### src/rtl/mem_req_arbiter.sv
// mem_req_arbiter
//   Shares one sram-like memory port between the instruction-fetch requester
//   (inst_*) and the load/store requester (data_*). One address handshake is
//   granted per cycle. A small in-order ID FIFO remembers which requester
//   issued each accepted transaction, so every mem_data_ok/mem_rdata is routed
//   back to its issuer. Address and data paths are combinational pass-through.
//
// Ports
//   clk, resetn            clock, asynchronous active-low reset
//   inst_* (req..wdata)    fetch request channel, inst_addr_ok/data_ok/rdata back
//   data_* (req..wdata)    load/store request channel, data_addr_ok/data_ok/rdata back
//   mem_*  (req..wdata)    forwarded request to the memory bridge
//   mem_addr_ok            bridge accepted the current address
//   mem_data_ok, mem_rdata bridge completed the oldest outstanding transaction
//   arb_err                sticky: mem_data_ok seen with nothing outstanding
//
// Grant-lock FSM
//   state        | meaning
//   ST_FREE      | no stalled request; data_req wins, else inst
//   ST_LOCK_INST | inst request presented but not yet accepted; grant pinned to inst
//   ST_LOCK_DATA | data request presented but not yet accepted; grant pinned to data
module mem_req_arbiter #(
    parameter int OUTSTANDING = 4,
    parameter int ID_FIFO_AW  = 2
) (
    input  logic        clk,
    input  logic        resetn,

    input  logic        inst_req,
    input  logic        inst_wr,
    input  logic [1:0]  inst_size,
    input  logic [3:0]  inst_wstrb,
    input  logic [31:0] inst_addr,
    input  logic [31:0] inst_wdata,
    output logic        inst_addr_ok,
    output logic        inst_data_ok,
    output logic [31:0] inst_rdata,

    input  logic        data_req,
    input  logic        data_wr,
    input  logic [1:0]  data_size,
    input  logic [3:0]  data_wstrb,
    input  logic [31:0] data_addr,
    input  logic [31:0] data_wdata,
    output logic        data_addr_ok,
    output logic        data_data_ok,
    output logic [31:0] data_rdata,

    output logic        mem_req,
    output logic        mem_wr,
    output logic [1:0]  mem_size,
    output logic [3:0]  mem_wstrb,
    output logic [31:0] mem_addr,
    output logic [31:0] mem_wdata,
    input  logic        mem_addr_ok,
    input  logic        mem_data_ok,
    input  logic [31:0] mem_rdata,

    output logic        arb_err
);

    typedef enum logic [1:0] {
        ST_FREE      = 2'd0,
        ST_LOCK_INST = 2'd1,
        ST_LOCK_DATA = 2'd2
    } state_t;

    localparam logic [ID_FIFO_AW:0] CNT_FULL = (ID_FIFO_AW + 1)'(OUTSTANDING);

    state_t                  state;
    state_t                  state_nxt;

    logic                    grant_data;
    logic                    grant_req;
    logic                    fifo_full;
    logic                    push;
    logic                    pop;
    logic                    head_id;

    logic [ID_FIFO_AW:0]     count;
    logic [ID_FIFO_AW-1:0]   wr_ptr;
    logic [ID_FIFO_AW-1:0]   rd_ptr;
    // One bit per slot: 0 = inst, 1 = data.
    logic [OUTSTANDING-1:0]  id_mem;

    assign fifo_full = (count == CNT_FULL);

    always_ff @(posedge clk or negedge resetn) begin
        if (!resetn) begin
            state <= ST_FREE;
        end else begin
            state <= state_nxt;
        end
    end

    always_comb begin
        grant_data   = 1'b0;
        grant_req    = 1'b0;
        mem_req      = 1'b0;
        state_nxt    = ST_FREE;

        case (state)
            ST_LOCK_INST: grant_data = 1'b0;
            ST_LOCK_DATA: grant_data = 1'b1;
            default:      grant_data = data_req;
        endcase

        grant_req = grant_data ? data_req : inst_req;
        mem_req   = grant_req & ~fifo_full;

        // A presented-but-refused request pins the grant so the payload seen by
        // the bridge cannot switch underneath it. Acceptance (or the request
        // going away) releases the lock.
        if (mem_req && !mem_addr_ok) begin
            state_nxt = grant_data ? ST_LOCK_DATA : ST_LOCK_INST;
        end
    end

    // Payload follows the grant even when mem_req is low; inputs are defined
    // out of reset so the mux never produces X on its own.
    assign mem_wr    = grant_data ? data_wr    : inst_wr;
    assign mem_size  = grant_data ? data_size  : inst_size;
    assign mem_wstrb = grant_data ? data_wstrb : inst_wstrb;
    assign mem_addr  = grant_data ? data_addr  : inst_addr;
    assign mem_wdata = grant_data ? data_wdata : inst_wdata;

    assign push = mem_req & mem_addr_ok;
    assign pop  = mem_data_ok & (count != '0);

    assign inst_addr_ok = push & ~grant_data;
    assign data_addr_ok = push &  grant_data;

    assign head_id      = id_mem[rd_ptr];
    assign inst_data_ok = pop & ~head_id;
    assign data_data_ok = pop &  head_id;
    assign inst_rdata   = mem_rdata;
    assign data_rdata   = mem_rdata;

    always_ff @(posedge clk or negedge resetn) begin
        if (!resetn) begin
            id_mem <= '0;
            wr_ptr <= '0;
            rd_ptr <= '0;
            count  <= '0;
        end else begin
            if (push) begin
                id_mem[wr_ptr] <= grant_data;
                wr_ptr         <= wr_ptr + 1'b1;
            end
            if (pop) begin
                rd_ptr <= rd_ptr + 1'b1;
            end
            case ({push, pop})
                2'b10:   count <= count + 1'b1;
                2'b01:   count <= count - 1'b1;
                default: count <= count;
            endcase
        end
    end

    always_ff @(posedge clk or negedge resetn) begin
        if (!resetn) begin
            arb_err <= 1'b0;
        end else if (mem_data_ok && (count == '0)) begin
            arb_err <= 1'b1;
        end
    end

endmodule

### config.mk
export PLATFORM = sky130hd
export DESIGN_NAME = mem_req_arbiter
export DESIGN_NICKNAME = d
export VERILOG_FILES = /design/src/rtl/mem_req_arbiter.sv
export SDC_FILE = /design/constraint.sdc
export NUM_CORES = 1
export LEC_CHECK = 0
export CAP_MARGIN = 10
export CORE_AREA = 2 2 126 128
export CTS_CLUSTER_SIZE = 30
export DETAILED_ROUTE_END_ITERATION = 6
export DIE_AREA = 0 0 128 130
export DONT_BUFFER_PORTS = 1
export PLACE_DENSITY = 0.3
export SYNTH_ARGS = -nofsm -noshare
export SYNTH_HDL_FRONTEND = slang
export SYNTH_SLANG_ARGS = --single-unit
### constraint.sdc
create_clock -name clk -period 2.81 [get_ports clk]
set_input_delay 0.562 -clock clk [delete_from_list [all_inputs] [get_ports clk]]
set_output_delay 0.562 -clock clk [all_outputs]
set_load 0.1 [all_outputs]
==> results of run 1 <==
==> cells in the final DEF, fill, tap and decap left out, drive strengths merged, types with 4 or more instances in the layout <==
master and instances:
buf 79, inv 6, ha 6, nand2 220, dfrtp 14, clkbuf 4, nor2 5, nand3 5
o21ai 4, o31ai 4
==> cell type report <==
| type | instances | area, um2 |
|---|---|---|
| inverters | 6 | 22.52 |
| repair buffers | 79 | 1519 |
| clock buffers | 4 | 88.84 |
| fillers | 1708 | 11940 |
| well taps | 192 | 240.2 |
| multi-input cells | 268 | 1267 |
| flip-flops and latches | 14 | 350.3 |
==> stage by stage <==
stage	instance area (um2)	utilization
finish	3488	0.2262
global route	3488	0.2262
CTS	3488	0.2262
detailed placement	3400	0.2204
global placement	3400	0.2204
floorplan	2188	-
==> final timing paths <==
| kind | from | end | slack (ns) | cells after the start |
|---|---|---|---|---|
| min reg2reg | rd_ptr[1] | rd_ptr[1] | 0.48 | 1 |
| min in group clk | mem_addr_ok | state[0] | 0.39 | 1 |
| max | state[0] | mem_addr[18] | 0.15 | 7 |
| min | resetn | arb_err | 0.01 | 0 |
| max in group asynchronous | resetn | state[1] | 2.72 | 0 |
| max reg2reg | state[1] | count[2] | 0.33 | 9 |
==> report_power, final <==
group	internal [W]	switching (W)	total (W)
clock	0.000216	0.0000831	0.000299
combinational	0.00139	0.00293	0.00432
sequential	0.000299	0.000140	0.000440
==> routing by layer <==
layer | vias up | part of all wire | global-route usage
li1 | 1067 | - | -
met1 | 973 | 0.38 | 0.09141
met2 | 168 | 0.52 | 0.1538
met3 | 4 | 0.10 | 0.02542
met4 | 0 | 0.0037 | 0.007757
met5 | - | 0 | 0
==> state kept, by name, summed over array words and instances (netlist names) <==
name and cells:
rd_ptr 2, count 3, wr_ptr 2, arb_err 1, id_mem 4, state 2
==> kinds of logic after synthesis <==
group,after synthesis,synth area share
and+or+nand+nor,239,0.4274
buffers and inverters,87,0.2685
DFF,14,0.1606
AOI/OAI and AO/OA,11,0.04246
adders and majority gates,7,0.04360
xor gates and xnor gates,6,0.02410
muxes,5,0.03328
==> worst max-delay path: stages (launching register included) <==
cell and delay (ns):
dfrtp_1 0.31, inv_1 0.04, ha_1 0.37, mux2_4 0.26, buf_4 0.40, nand2_1 0.13
nand2_1 0.13, buf_12 0.18
==> metrics.cfg, run 1 <==
[synth]
yosysMostFrequentCell=nand2_1
synth_top_flop_cell=dfrtp_1
synth_cell_types=26
yosysTopAreaCell=nand2_1
ys_ff_latch=14
synth_area_um2=2181
yosysSeqAreaShare=0.1606
synthCells=369
yosysTopAreaCellShare=0.3787
synth_edf_count=0
synth-async-reset-ratio=1.000
syn_nets=556
ys_top_cells_by_count=nand2_1 (220), buf_4 (65), dfrtp_1 (14)
synth.area.top_cells=nand2_1 (38%), buf_4 (22%), dfrtp_1 (16%)
yosysWarnings=0
avgSynthCellArea_um2=5.910

[power]
p_per_area_nw_per_um2=1451
leakage_nw=1.747
total_power_w=0.005061
vdd_drop_max_mv=0.7020

[sta]
period_needed_ns=2.663
fmax_mhz=375.5
tightest_slew_ns=0.8955
grt_setup_unrepaired=no
drv_slew=0
maxSlewHeadroom=0.4030
final-setup-viol-count=0
hold_violations=0
worst_slack_ns=0.1466
fin_setup_tns_ns=0
worst_hold_slack_ns=0.009803
clock_skew_ns=0.003020
finalCritPeriodShare=0.9478

[detailed_routing]
routedWlPerCell_um=14.07
drt_iter0_drc=49
via_per_inst=3.929
postRouteWirelength_um=7924
drcViolationCount=0
first_pass_iters=4
ant_nets=0
dr_total_vias=2212

[clocking]
numClockSinks=14
cts_hold_repair.buffers=0
cts_setup_buffers=0
insertion_delay_ns=0.24
cts_max_path_buffers=2
cts_root_buffer=clkbuf_16
cts_buffers=3
clk_pin_slew_ns=0.05
htree_levels=1
cts_tree=yes
cts-resized-gates=0

[global_route]
grt-ovfl-total=0
grt_pass1_wl_um=10580
grt_max_degree=75
grt_pass1_vias=1968
gr-usage-all-layers=0.08074
antenna_found_initial=0

[die]
coreArea_um2=15420
io-pin-count=321
die_y_um=130
initial_core_util=0.1414
rows=46
fp.dieW_um=128
fp.dieArea_um2=16640

[worst_setup_path]
worstPathRequired_ns=2.25
path_max_fanout=46
start_kind=flop
crit_type=reg -> out
worstSetupEndpointType=output pin
cp.arrival_ns=2.10

[placed_design]
place.gp.congestion=0.6676
dp_slack_ns=0.3265
port_buffers=0
dp_hpwl_um=6965
placed_cells=559

[cells_and_area]
fin_cells=563
nets=559
area.growth.synth_to_final_pct=59.95
drive_gt1_frac=0.2507
num_antenna_cells=0

[flow_run]
maxCapViolations=0

[outcome]
status=finished, final reports clean

[hold_path]
min_path_type=in -> async

Power figures use the tool's default switching activity.
==> inputs of run 2 (changes only) <==
Settings changed: TNS_END_PERCENT set to 5.
==> metrics.cfg, run 2 (same netlist as run 1, synthesis figures left out) <==
[worst_setup_path]
r2r_slack_ns=0.31
path_max_fanout=34
worstRegToRegCells=9
cp_cell_sequence=ha_1 -> mux2_4 -> buf_4 -> nand2_1 -> nand2_1 -> buf_12
critPathLaunch=state[1]
worstReg2RegEnd=count[2]
start_kind=flop
cp_slowest_cell=ha_1
crit_type=reg -> out
crit_top_cell=nand2_1
worstSetupEndpointType=output pin
cp_num_cells=6
crit-reg2reg-launch=state[1]
slowest_delay_ns=0.41
cp.arrival_ns=2.09
crit_family=buffers and inverters
worstPathRequired_ns=2.25
timing.critical_path.buf_inv=2

[cells_and_area]
top_register=id_mem
area.growth.synth_to_final_pct=60.30
utilization=0.2266
regArea_um2=350.3
final_cell_mix=nand2_1 (220), buf_12 (74), dfrtp_1 (14)
largest_register_ffs=4
num_antenna_cells=0
final_area_um2=3496
drive_gt1_frac=0.2527
multi_input_area_um2=1267
nets=560
reg_top3=id_mem: 4 flops, count: 3 flops
n_fill_cell=1714
final_common_cell=nand2_1

[global_route]
antenna_found_initial=1
grt_pass1_vias=1967
grt-ovfl-total=0
gr-usage-all-layers=0.08861
grt_pass1_wl_um=11300
grt_max_degree=51

[clocking]
cts_setup_buffers=0
htree_levels=1
cts-resized-gates=0
cts_root_buffer=clkbuf_16
cts_hold_repair.buffers=0
cts_max_path_buffers=2
cts_tree=yes
clk_pin_slew_ns=0.05
numClockSinks=14
cts_buffers=3
insertion_delay_ns=0.24

[sta]
grt_setup_unrepaired=no
hold_violations=0
fmax_mhz=377.5
drv_slew=0
final-setup-viol-count=0
worst_slack_ns=0.1612
maxSlewHeadroom=0.4023
tightest_slew_ns=0.8965
period_needed_ns=2.649
clock_skew_ns=0.001186
worst_hold_slack_ns=0.01178
finalCritPeriodShare=0.9426

[detailed_routing]
routedWlPerCell_um=15.45
drcViolationCount=0
ant_nets=0
drt_iter0_drc=60
first_pass_iters=4
via_per_inst=3.922
postRouteWirelength_um=8716
dr_total_vias=2212

[die]
fp.dieArea_um2=16640
die_y_um=130
rows=46
coreArea_um2=15420
io-pin-count=321
initial_core_util=0.1414
fp.dieW_um=128

[power]
p_per_area_nw_per_um2=1452
vdd_drop_max_mv=0.4037
leakage_nw=1.753

[flow_run]
maxCapViolations=0

[hold_path]
min_path_type=in -> async

[outcome]
status=finished, final reports clean

[placed_design]
placed_cell_area_um2=3407
dp_hpwl_um=7756
place.gp.congestion=0.6861
port_buffers=0
dp_slack_ns=0.3244

run 2: cell types whose count changed in the layout (fill, tap and decap cells not counted):
cell / change
buf_4: +1
run 2: power by group:
group          internal [W]  switching [W]  total (W)
sequential         0.000299       0.000144   0.000443
combinational       0.00140        0.00293    0.00433
clock              0.000216      0.0000853   0.000301
run 2: stage by stage:
stage	TNS, ns	instances	total power (W)
2_1_floorplan	-0.2382	369	0.003724
3_3_place_gp	0	560	0.004805
3_5_place_dp	0	560	0.004815
4_1_cts	0	564	0.005129
5_1_grt	0	564	0.005274
6_report	0	564	0.005077
run 2: final cells by class:
type	instances	share of cell area
Clock buffer	4	0.02541
Multi-Input combinational cell	268	0.3626
Tap cell	192	0.06872
Timing Repair Buffer	80	0.4366
Sequential cell	14	0.1002
Inverter	6	0.006442
run 2: layer usage:
| layer | global-route usage | up-vias | part of all wire |
|---|---|---|---|
| met2 | 0.1604 | 163 | 0.51 |
| met4 | 0.01357 | 2 | 0.0044 |
| met3 | 0.02706 | 6 | 0.11 |
| li1 | - | 1071 | - |
| met5 | 0 | - | 0.0015 |
| met1 | 0.1055 | 970 | 0.38 |
run 2: worst max-delay path by stage:
stage	to	slack, ns
detailed placement	count[2]	0.32
finish	mem_wstrb[0]	0.16
floorplan	data_addr_ok	-0.12
global route	mem_req	0.08
CTS	mem_wstrb[0]	0.15
global placement	count[2]	0.37
